`src/rtl/keypad_scanner.sv`:
```
// Row-scanned 4x4 matrix keypad controller.
// Drives one keypad row low at a time, samples the synchronized column lines
// once per scan tick, debounces presses and releases, and reports the
// accepted key as {row, col} with a one-cycle valid pulse and a held level.
module keypad_scanner #(
  parameter int unsigned SCAN_DIV     = 50000,
  parameter int unsigned DEBOUNCE_CNT = 4
) (
  input  logic       clock,
  input  logic       reset,
  input  logic [3:0] key_col,
  output logic [3:0] key_row,
  output logic [3:0] key_code,
  output logic       key_valid,
  output logic       key_held
);

  localparam int unsigned PRESC_W = (SCAN_DIV > 2) ? $clog2(SCAN_DIV) : 1;
  localparam int unsigned DB_W    = $clog2(DEBOUNCE_CNT + 1);

  localparam logic [PRESC_W-1:0] PRESC_MAX = PRESC_W'(SCAN_DIV - 1);
  localparam logic [DB_W-1:0]    DB_TARGET = DB_W'(DEBOUNCE_CNT);
  localparam logic [DB_W-1:0]    DB_ONE    = DB_W'(1);

  typedef enum logic [1:0] {
    SCAN,
    PRESS_DB,
    HELD,
    RELEASE_DB
  } state_e;

  // Column synchronizer
  logic [3:0]         col_meta_q, col_meta_d;
  logic [3:0]         col_s_q,    col_s_d;

  // Scan-rate prescaler
  logic [PRESC_W-1:0] presc_q,    presc_d;
  logic               tick;

  // Scanner FSM and datapath
  state_e             state_q,    state_d;
  logic [1:0]         row_idx_q,  row_idx_d;
  logic [1:0]         col_idx_q,  col_idx_d;
  logic [DB_W-1:0]    db_cnt_q,   db_cnt_d;
  logic [3:0]         key_code_q, key_code_d;
  logic               key_valid_q, key_valid_d;

  // Helper terms
  logic [1:0]         det_col;
  logic               cap_low;
  logic [DB_W-1:0]    db_inc;
  logic               db_done;

  // Synchronizer shift and prescaler next values
  always_comb begin
    col_meta_d = key_col;
    col_s_d    = col_meta_q;
    tick       = (presc_q == PRESC_MAX);
    presc_d    = tick ? '0 : presc_q + 1'b1;
  end

  // Lowest-index low column, captured-column level and debounce arithmetic
  always_comb begin
    if (!col_s_q[0]) begin
      det_col = 2'd0;
    end else if (!col_s_q[1]) begin
      det_col = 2'd1;
    end else if (!col_s_q[2]) begin
      det_col = 2'd2;
    end else begin
      det_col = 2'd3;
    end
    cap_low = ~col_s_q[col_idx_q];
    db_inc  = db_cnt_q + 1'b1;
    db_done = (db_inc == DB_TARGET);
  end

  // State register and all datapath flops
  always_ff @(posedge clock) begin
    if (!reset) begin
      col_meta_q  <= '1;
      col_s_q     <= '1;
      presc_q     <= '0;
      state_q     <= SCAN;
      row_idx_q   <= '0;
      col_idx_q   <= '0;
      db_cnt_q    <= '0;
      key_code_q  <= '0;
      key_valid_q <= 1'b0;
    end else begin
      col_meta_q  <= col_meta_d;
      col_s_q     <= col_s_d;
      presc_q     <= presc_d;
      state_q     <= state_d;
      row_idx_q   <= row_idx_d;
      col_idx_q   <= col_idx_d;
      db_cnt_q    <= db_cnt_d;
      key_code_q  <= key_code_d;
      key_valid_q <= key_valid_d;
    end
  end

  // Next-state and datapath updates; everything moves only on a scan tick,
  // while key_valid self-clears every cycle it is not re-armed.
  // The valid pulse and code are registered on the tick that enters HELD
  // from SCAN/PRESS_DB, so they appear in the first HELD cycle; re-entry
  // from RELEASE_DB deliberately leaves them untouched.
  always_comb begin
    state_d     = state_q;
    row_idx_d   = row_idx_q;
    col_idx_d   = col_idx_q;
    db_cnt_d    = db_cnt_q;
    key_code_d  = key_code_q;
    key_valid_d = 1'b0;

    if (tick) begin
      unique case (state_q)
        SCAN: begin
          if (col_s_q != 4'hF) begin
            col_idx_d = det_col;
            db_cnt_d  = DB_ONE;
            if (DEBOUNCE_CNT == 1) begin
              state_d     = HELD;
              key_code_d  = {row_idx_q, det_col};
              key_valid_d = 1'b1;
            end else begin
              state_d = PRESS_DB;
            end
          end else begin
            row_idx_d = row_idx_q + 2'd1;
          end
        end

        PRESS_DB: begin
          if (cap_low) begin
            db_cnt_d = db_inc;
            if (db_done) begin
              state_d     = HELD;
              key_code_d  = {row_idx_q, col_idx_q};
              key_valid_d = 1'b1;
            end
          end else begin
            state_d   = SCAN;
            db_cnt_d  = '0;
            row_idx_d = row_idx_q + 2'd1;
          end
        end

        HELD: begin
          if (!cap_low) begin
            if (DEBOUNCE_CNT == 1) begin
              state_d   = SCAN;
              db_cnt_d  = '0;
              row_idx_d = row_idx_q + 2'd1;
            end else begin
              state_d  = RELEASE_DB;
              db_cnt_d = DB_ONE;
            end
          end
        end

        RELEASE_DB: begin
          if (!cap_low) begin
            db_cnt_d = db_inc;
            if (db_done) begin
              state_d   = SCAN;
              db_cnt_d  = '0;
              row_idx_d = row_idx_q + 2'd1;
            end
          end else begin
            state_d = HELD;
          end
        end

        default: begin
          state_d = SCAN;
        end
      endcase
    end
  end

  // Output decode: one-cold row drive and held level from the state
  always_comb begin
    key_row   = ~(4'b0001 << row_idx_q);
    key_held  = (state_q == HELD) || (state_q == RELEASE_DB);
    key_code  = key_code_q;
    key_valid = key_valid_q;
  end

endmodule

```
`config.mk`:
```
export PLATFORM = sky130hd
export DESIGN_NAME = keypad_scanner
export DESIGN_NICKNAME = d
export VERILOG_FILES = /design/src/rtl/keypad_scanner.sv
export SDC_FILE = /design/constraint.sdc
export NUM_CORES = 1
export LEC_CHECK = 0
export BUFFER_PORTS_ARGS = -buffer_cell sky130_fd_sc_hd__buf_2
export CORE_MARGIN = 10
export CORE_UTILIZATION = 59
export CTS_CLUSTER_DIAMETER = 60
export CTS_CLUSTER_SIZE = 12
export DETAILED_ROUTE_END_ITERATION = 12
export GPL_TIMING_DRIVEN = 0
export PLACE_DENSITY = 0.86
export SLEW_MARGIN = 40
export SYNTH_ARGS = -nofsm -noshare
export SYNTH_HDL_FRONTEND = slang
export SYNTH_SLANG_ARGS = --single-unit
```
`constraint.sdc`:
```
create_clock -name clock -period 2.48 [get_ports clock]
set_input_delay 0.372 -clock clock [delete_from_list [all_inputs] [get_ports clock]]
set_output_delay 0.372 -clock clock [all_outputs]
set_load 0.03 [all_outputs]
```
; ---- Yosys cells after proc, flatten, opt, wreduce, memory -nomap -nowiden
; Cells that the tools add are included.
[classes]
n_addsub = 3
magnitude_cmp = 1
reduce_logical = 10
n_eq_ne = 14
bitwise = 5
muxes = 24
shifts = 1
[ops]
columns = op, n
row1 = $mux 2, 12
row2 = $add 16x1->16 const B, 1
row3 = $eq 16x16->1 const B, 1
row4 = $mux 3, 5
row5 = $ne 2x2->1 const B, 6
row6 = $pmux 3 s4, 1
row7 = $pmux 2 s4, 1
row8 = $reduce_and 4->1, 2
row9 = $ne 3x3->1 const B, 2
row10 = $pmux 2 s3, 1
row11 = $reduce_and 6->1, 1
row12 = $reduce_and 5->1, 1
row13 = $eq 2x2->1 const B, 2
row14 = $ne 4x4->1 const B, 1
row15 = $not 1->1, 4
row16 = $not 4->4, 1
row17 = $reduce_or 4->1, 1
row18 = $shl 1x2->4 const A, 1
row19 = $add 3x1->3 const B, 1
row20 = $eq 3x3->1 const B, 1
row21 = $lt 2x3->1 const B, 1
row22 = $mux 1, 3
row23 = $reduce_and 3->1, 1
row24 = $reduce_bool 3->1, 1
row25 = 6 further kinds, 6
[word_totals]
inputBits = 6
regBits = 38
output_inout_bits = 10
elab_cells = 67

; ---- Longest topological paths before layout
; Gate-level depths: netlist (run 1).
[depth]
word_depth = 5
ltp_mapped = 7
ltp_nobuf = 7

; ---- Worst setup path before layout (run 1)
; No wires, ideal clock.
[synth_timing]
kind = flip-flop to flip-flop
start = register col_idx_q[0]
end = register db_cnt_q[0]
stages_incl_launch_ff = 5
required_ns = 2.362
synth_period_minus_slack_ns = 1.689
path_slack_ns = 0.791
path_buffers = 0
setup_time_ns = 0.118
t_arrival_ns = 1.571
path_cell_list = dfxtp_1 -> mux4_2 -> or2_4 -> and3_4 -> o2111a_1
[synth_between]
elab_chain_len = 4
elab_cells_between_ends = 7
classes_between = 2 x eq/ne / 4 x mux / 1 x reduce/logical
[synth_rtl]
columns = element, line
row1 = "start, declared", 43  ; logic [1:0] col_idx_q, col_idx_d;
row2 = "start signal, assigned", 96  ; col_idx_q <= col_idx_d;
row3 = $bmux 1 s2 (*), 73  ; cap_low = ~col_s_q[col_idx_q];
row4 = $mux 1 (not written as such) (*), 73
row5 = $mux 3 or $ne 2x2->1 (tied branches), -
row6 = $pmux 3 s4 or $reduce_and 4->1 (tied branches), -
row7 = "end signal, assigned", 97  ; db_cnt_q <= db_cnt_d;
row8 = "end, declared", 44  ; logic [DB_W-1:0] db_cnt_q, db_cnt_d;
; Every way passes the cells marked *; elsewhere a longest branch is shown, timed or not. The select of a mux whose other input is x is not followed.
; A chain may end at the register's enable or synchronous reset.

; ---- Worst setup path after layout (run 1)
[layout_timing]
start = register presc_q[0]
end = register row_idx_q[0]
[layout_between]
elab_chain_len = 2
[layout_rtl]
columns = element, line
row1 = "start, declared", 37  ; logic [PRESC_W-1:0] presc_q, presc_d;
row2 = "start signal, assigned", 93  ; presc_q <= presc_d;
row3 = $eq 16x16->1, 58  ; tick = (presc_q == PRESC_MAX);
row4 = $reduce_and 6->1 (no source line), -
row5 = "end signal, assigned", 95  ; row_idx_q <= row_idx_d;
row6 = "end, declared", 42  ; logic [1:0] row_idx_q, row_idx_d;
; Every way passes these cells.

==> results of run 1 <==
-- critical path, cell delays in order (launching register included) --
cell,delay [ns]
sky130_fd_sc_hd__dfxtp_1,0.37
sky130_fd_sc_hd__ha_1,0.21
sky130_fd_sc_hd__and3_1,0.27
sky130_fd_sc_hd__nand4_4,0.18
sky130_fd_sc_hd__a221oi_1,0.51
sky130_fd_sc_hd__mux2i_1,0.27
-- worst max-delay path by stage --
stage	from	slack (ns)	endpoint	cells past startpoint
finish	presc_q[0]	0.61	row_idx_q[0]	5
CTS	presc_q[0]	0.58	key_code[2]	5
global route	presc_q[0]	0.47	key_code[2]	5
floorplan	col_idx_q[0]	0.79	db_cnt_q[0]	4
detailed placement	presc_q[0]	0.63	key_code[2]	5
global placement	presc_q[0]	0.72	key_code[1]	5
-- per-stage QoR --
stage	util	instance area, µm²	worst slack (ns)
after global placement	0.674	1890	0.722
after floorplan	-	1780	0.791
after global routing	0.695	1950	0.469
final	0.695	1950	0.606
after CTS	0.695	1950	0.582
after detailed placement	0.674	1890	0.627
-- cells in the final DEF, fill, tap and decap left out, types with 7 or more instances in the layout --
master                     synthesis  routed
sky130_fd_sc_hd__a21oi_1           8       8
sky130_fd_sc_hd__buf_2             5      20
sky130_fd_sc_hd__dfxtp_1          38      38
sky130_fd_sc_hd__ha_1              8       8
sky130_fd_sc_hd__inv_1            11      11
sky130_fd_sc_hd__mux2i_1           7       7
sky130_fd_sc_hd__nand2_1          23      23
sky130_fd_sc_hd__nand2b_1          9       9
sky130_fd_sc_hd__nand4_1           8       8
sky130_fd_sc_hd__nor2_1           15      15
sky130_fd_sc_hd__xnor2_1           7       7
-- power groups by stage --
stage          Clock (mW)  Sequential, mW  Combinational [mW]
2_1_floorplan           0           0.638              0.0280
3_3_place_gp            0           0.639              0.0372
3_5_place_dp            0           0.640              0.0392
4_1_cts             0.341           0.626              0.0395
5_1_grt             0.371           0.628              0.0454
6_report            0.330           0.626              0.0394
-- area by class of cell --
type                       instances  area share
clock inverter                     1     0.00257
sequential                        38       0.390
timing repair buffer              15      0.0385
buffer                             9      0.0205
multi-input combinational        135       0.479
inverter                          11      0.0212
tap                               31      0.0199
clock buffer                       7      0.0282
-- kinds of logic (layout without fill, tap and decap cells) --
group | count (synthesis) | in the layout | synth area share
buffers and inverters | 20 | 43 | 0.0458
AND/OR/NAND/NOR | 87 | 87 | 0.291
AO/OA/AOI/OAI | 22 | 22 | 0.0768
XOR/XNOR | 10 | 10 | 0.0493
adder cells (fa/ha/maj) | 8 | 8 | 0.0564
flip-flops | 38 | 38 | 0.428
multiplexers | 8 | 8 | 0.0522
-- state kept, by name (all words and copies together), names as in the netlist, named ones only --
| signal | cells |
|---|---|
| col_idx_q | 2 |
| col_meta_q | 4 |
| col_s_q | 4 |
| db_cnt_q | 3 |
| key_code | 4 |
| key_valid | 1 |
| presc_q | 16 |
| row_idx_q | 2 |
| state_q | 1 |
-- metal layers --
layer,routed length (µm),GRT usage,share of wire,vias up
met4,72,0.0693,0.020,0
met3,221,0.0460,0.063,9
met5,0,0,0,-
li1,-,-,-,720
met2,1730,0.231,0.49,44
met1,1500,0.150,0.43,672
==> metrics list, run 1 <==
- For this design the total switching power over the nets is ~0.22 mW.
- The worst hold path terminates at col_meta_q[1].
- Of the cells placed in the final design, the portion with a size suffix greater than 1 is 0.176.
- After detailed routing, the average wire length per cell comes to between 10 and 15 µm.
* Classification of the worst-slack hold path: input port to flip-flop
- Counting every net in the synthesized netlist gives ~210.
* Worst slew slack as a fraction of its limit: 0.623
* Half-perimeter wire length after placement: between 2 and 3 mm
- The critical path is of the flip-flop to flip-flop type.
* Worst hold slack after final layout: around 0.2 ns
- The worst hold path was traced through 2 stages.
- Initial core utilization: 0.633
- The startpoint identified for the worst register-to-register timing path is presc_q[0].
- Number of fillers in the final layout: between 200 and 250
* Placed cell count: around 240
- Leakage power summed over all cells: approximately 0.73 nW
- Internal power contribution: ~0.77 mW
* Setup Skew: 0.00680 ns
* Number of unique standard cell types used by synthesis: 38
- The die covers around 5600 µm².
- Post-CTS setup buffer count: 0
- In the final layout, the multi-input gates occupy between 900 and 1000 µm².
- Data on the critical path is required at its endpoint by approximately 2.8 ns.
- At the pin with the least slew margin, the transition time is 0.566 ns.
* Height of the die: roughly 75 µm
* Reg2Reg Capture Point: row_idx_q[0]
* Storage element area: 761 µm²
- Adding up every negative setup slack in the final design gives 0 ns.
* Layout Nets: between 200 and 250
- The design draws about 1 mW.
- Buffers placed on the I/O ports in this run total 15.
- Via count of the first global-routing pass: 1419
- Yosys instantiated no cell more often than sky130_fd_sc_hd__dfxtp_1.
- Largest net degree at the start of global routing: 12
- Core Rows: 19
- For the worst-skew pair, the clock arrives at the later sink with an insertion delay of 0.35 ns.
* Bufs on Longest Clock Path: 2
- H-tree depth reported by CTS: 2
- Post-Synthesis Mean Instance Area: about 9 µm²
- In this run the remaining antenna-violating nets after routing total 0.
- The worst-case IR drop observed on VDD is ~0.00042 V.
* Routed via count: 1445
* Pre-Repair DR Iteration Count: 4
- TritonCTS built the clock tree.
* FFs w/ async S/R, synth: 0
* Post_cts resized: 0
- Synthesis produced between 150 and 200 cells.
- DRT iter0 DRCs: 92
- Power spread over the standard cell area amounts to between 500 and 600 nW/µm².
- Io pins: 16
- The tree built by TritonCTS fans out to 38 sinks.
- 0 antenna diodes ended up in the layout.
* Minimum clock period after layout: between 1.5 and 2 ns
- In the routed design, unresolved DRC markers number 0.
- In this run the most critical hold path is launched from key_col[1].
* Clock edge transition at the registers on the reported setup and hold paths: around 0.11 ns
* Portion of total power attributed to the clock network: 0.331
- Max-cap check violation count: 0
- STA classifies the critical path endpoint as a flip-flop.
- Final instance count without filler cells: roughly 250
- Chip Width: ~75 µm
- The first global-routing pass estimated 6.10 mm of wire.
- The tree is rooted in a sky130_fd_sc_hd__clkbuf_4.
- Share of total power in combinational logic: 0.040
- Final WL: around 3.5 mm
- In this run, synthesis inferred 0 flip-flops with an integrated enable.
* Relative contribution of sequential cells to total power: 0.629
- Combined area of all synthesized cells: 1780 µm²
- Hold Vio Cnt, Final: 0
* Synth warnings: 0
- RSZ-0062 raised after global routing: false
- Initial antenna violation count: 0
- Worst-path maximum fanout: 9
* Cts hold-fix bufs: 0
- After global routing the overflow that remains totals 0.
- Of the post-synthesis cell area, the dominant cell type holds 0.428.
- Final number of max-transition violations: 0
* Setup slack of the most critical reg-to-reg path: 0.61 ns
- Flops & latches, synth: 38
- Number of vias per cell: 5.85
- Final setup fails: 0
- Core region area: around 2800 µm²
- For the worst setup path, the data arrival time is ~2.2 ns.
* Worst r2r path cells: 5
* Maximum clock frequency: approximately 0.53 GHz
- Synth Flop Type: sky130_fd_sc_hd__dfxtp_1
- The worst setup path is launched from a flip-flop.
- Global-route usage over all layers: 0.137
- Cell type contributing the most total cell area after synthesis: sky130_fd_sc_hd__dfxtp_1
* Run status: finished, final reports clean
- The commonest cells after synthesis are sky130_fd_sc_hd__dfxtp_1 (38), sky130_fd_sc_hd__nand2_1 (23), sky130_fd_sc_hd__nor2_1 (15).
* Switch share: 0.223
* Number of buffers added by the clock tree synthesis step: 5
- GPL Wtd Cong: 0.794
- After synthesis, the cell types taking the most area are sky130_fd_sc_hd__dfxtp_1 (43%), sky130_fd_sc_hd__ha_1 (5.6%), sky130_fd_sc_hd__nand2_1 (4.9%).
* Area growth from synthesis to layout: 9.80%
* Part of the cycle the worst path needs: 0.756
- Sequential fraction of the synthesis area: 0.428
(Power assumes the default switching activity.)
==> run 2, diff against run 1 <==
--- a/config.mk
+++ b/config.mk
@@ -7,12 +7,12 @@
 export LEC_CHECK = 0
 export BUFFER_PORTS_ARGS = -buffer_cell sky130_fd_sc_hd__buf_2
 export CORE_MARGIN = 10
-export CORE_UTILIZATION = 59
+export CORE_UTILIZATION = 58
 export CTS_CLUSTER_DIAMETER = 60
 export CTS_CLUSTER_SIZE = 12
 export DETAILED_ROUTE_END_ITERATION = 12
 export GPL_TIMING_DRIVEN = 0
-export PLACE_DENSITY = 0.86
+export PLACE_DENSITY = 0.85
 export SLEW_MARGIN = 40
 export SYNTH_ARGS = -nofsm -noshare
 export SYNTH_HDL_FRONTEND = slang
==> constraint.sdc (replaced) <==
create_clock -name clock -period 1.8 [get_ports clock]
set_input_delay 0.27 -clock clock [delete_from_list [all_inputs] [get_ports clock]]
set_output_delay 0.27 -clock clock [all_outputs]
set_load 0.03 [all_outputs]
==> metrics list, run 2 (synthesized netlist as in run 1, its figures left out) <==
* Run status: finished, final reports clean
- At the placement stage, the worst setup path has a slack of -0.0341 ns.
- The number of global-route vias before repair came to approximately 1300.
* Worst r2r path cells: 4
* Total chip power: ~1.4 mW
- Part of the cycle the worst path needs: 0.975
- Flip-flop count of the largest register after layout: 16
- Setup violations remaining at the end of the flow were counted as 0.
* DR DRC count: 0
- Summed over all failing endpoints, the final setup total negative slack is 0 ns.
- The worst hold path begins at key_col[1].
- STA classifies the critical path startpoint as a flip-flop.
- The clock passes through at most 2 buffers.
* IO buf count: 15
- Largest net degree at the start of global routing: 13
- Clock sinks: 38
- Setup slack of the most critical reg-to-reg path: between 0.04 and 0.05 ns
- After detailed routing, the number of vias per cell comes to ~5.5.
- From synthesis to final layout, the design area changed by 12.5%.
- Standard cell area after detailed placement: ~1900 µm²
- Layout Nets: 233
- Worst slew slack as a fraction of its limit: 0.685
- Share of total power in combinational logic: 0.041
- Top reg by flops: presc_q
- For hold timing, the worst endpoint is col_meta_q[1].
* Clock latency on the worst-skew pair: approximately 0.34 ns
* Final number of max-transition violations: 0
- Fill cells in the final layout number 255.
- Hold Vio Cnt, Final: 0
- Net load switching power: 0.320 mW
- Core region area: 3000 µm²
- For the worst setup path, the data arrival time is about 2 ns.
- Die outline area: 5670 µm²
- Avg WL per Cell: ~13 µm
* Worst-path maximum fanout: 5
- Pre-Repair DR Iteration Count: 4
- Sum of overflow across all layers after global routing: 0
* CP Class: flip-flop to flip-flop
- Of the total power, the share spent switching nets is 0.231.
- TritonCTS built the clock tree.
- Across the VDD grid, the largest voltage drop is approximately 0.00046 V.
- The die is around 75 µm tall.
- Kind of end point of the critical path: flip-flop
- Cell internal power was estimated by the tool at roughly 1.1 mW.
- Half-perimeter wire length after placement: around 2.3 mm
* Leakage power summed over all cells: 0.752 nW
* Initial core utilization: 0.591
* Number of buffers added by the clock tree synthesis step: 5
- Of the total power, registers draw 0.622.
* Launch instance of the worst register-to-register path: col_idx_q[0]
* Classification of the worst-slack hold path: input port to flip-flop
* GPL Wtd Cong: roughly 0.81
- H-tree depth reported by CTS: 2
- Data on the critical path is required at its endpoint by between 2 and 2.5 ns.
- Initial antenna violation count: 0
- Chip Width: 75.3 µm
* Worst path setup slack after routing: approximately 0.045 ns
- The library cells used most frequently in the layout, excluding fill and tap cells, are sky130_fd_sc_hd__dfxtp_1 (38), sky130_fd_sc_hd__nand2_1 (23), sky130_fd_sc_hd__buf_2 (20), sky130_fd_sc_hd__nor2_1 (15), sky130_fd_sc_hd__inv_1 (11).
* Reg2Reg Capture Point: db_cnt_q[0]
- The root buffer cell chosen for the clock tree is sky130_fd_sc_hd__clkbuf_4.
- Core Rows: 20
- Maximum clock frequency: roughly 0.57 GHz
- Most frequent standard cell in the layout excluding fill and tap cells: sky130_fd_sc_hd__dfxtp_1
- For this run, the share of the core covered by cells in the final layout is 0.665.
- In this run the power density over the cells is roughly 700 nW/µm².
- Of the total power, the clock network draws 0.337.
- For this design the top-level I/O count stands at 16.
* DRT antenna net count: 0
- Tightest Pin Transition: around 0.47 ns
* Global-route wire length before repair: around 5.3 mm
- Timing startpoint of the critical path: col_idx_q[0]
- Global-route usage over all layers: 0.119
* Share of post-route cells with drive strength above 1: 0.205
- After clock tree synthesis, the clock-pin slew on the worst setup and hold paths is about 0.11 ns.
- DRT iter0 DRCs: 82
- Final WL: around 3.3 mm
- After layout, the minimum clock period comes to between 1.5 and 2 ns.
- Final non-filler cell area: roughly 2000 µm²
* Routed via count: around 1400
- Hold Crit Depth: 2
- Clock skew on the completed layout was measured at around 0.013 ns.
- Number of inserted diodes: 0
* Max-cap check violation count: 0
==> run 2: changes by cell type in the layout (fill, tap and decap cells not counted) <==
cell,change
sky130_fd_sc_hd__clkinvlp_4,+1
sky130_fd_sc_hd__a221oi_1,-1
sky130_fd_sc_hd__buf_4,+4
sky130_fd_sc_hd__and3_4,+1
sky130_fd_sc_hd__clkbuf_1,-1
sky130_fd_sc_hd__a221oi_2,+1
sky130_fd_sc_hd__and3_1,-1
==> run 2: metal layers <==
metal  share of wire  GRT usage  wire length, µm  up-vias
li1                -          -                -      719
met5               0          0                0        -
met2            0.49      0.206             1590       23
met4           0.013     0.0412               41        0
met3           0.039     0.0326              127        7
met1            0.46      0.137             1500      630
==> run 2: power by group through the flow <==
stage	clock, mW	combinational (mW)	sequential, mW
after floorplan	0	0.0386	0.879
after global placement	0	0.0518	0.880
after detailed placement	0	0.0533	0.881
after CTS	0.480	0.0535	0.862
after global routing	0.512	0.0639	0.865
final	0.467	0.0569	0.862
==> run 2: timing repair <==
action | CTS | global route
resized for setup | 1 | 2
pin swaps | 1 | 1
buffers inserted | 0 | 4
hold buffers | 0 | 0
setup endpoints to repair | 7 | 20
==> run 2: metrics by stage <==
| stage | cells | hold WS (ns) |
|---|---|---|
| floorplan | 193 | 0.371 |
| global placement | 241 | 0.392 |
| detailed placement | 241 | 0.392 |
| CTS | 249 | 0.0945 |
| global route | 253 | 0.0955 |
| finish | 253 | 0.104 |
==> run 2: layout make-up <==
cell class	count	area, µm²	share of cell area
buffer	9	40.0	0.0201
clock buffer	6	51.3	0.0257
clock inverter	2	12.5	0.00627
inverter	11	41.3	0.0207
multi-input combinational	135	945	0.473
sequential	38	761	0.381
tap	33	41.3	0.0207
timing repair buffer	19	105	0.0526
==> run 2: worst max path at each step <==
stage / slack (ns) / to / cells past startpoint
2_1_floorplan: 0.11 / db_cnt_q[0] / 4
3_3_place_gp: 0.006 / key_code[1] / 5
3_5_place_dp: -0.03 / key_code[2] / 5
4_1_cts: 0.02 / db_cnt_q[0] / 4
5_1_grt: -0.02 / flip-flop / 5
6_report: 0.04 / db_cnt_q[0] / 4
==> run 2: critical path: stages, from the launching register on <==
cell and delay (ns):
sky130_fd_sc_hd__dfxtp_1 0.39, sky130_fd_sc_hd__mux4_2 0.59, sky130_fd_sc_hd__or2_4 0.27, sky130_fd_sc_hd__and3_4 0.19, sky130_fd_sc_hd__o2111a_1 0.22
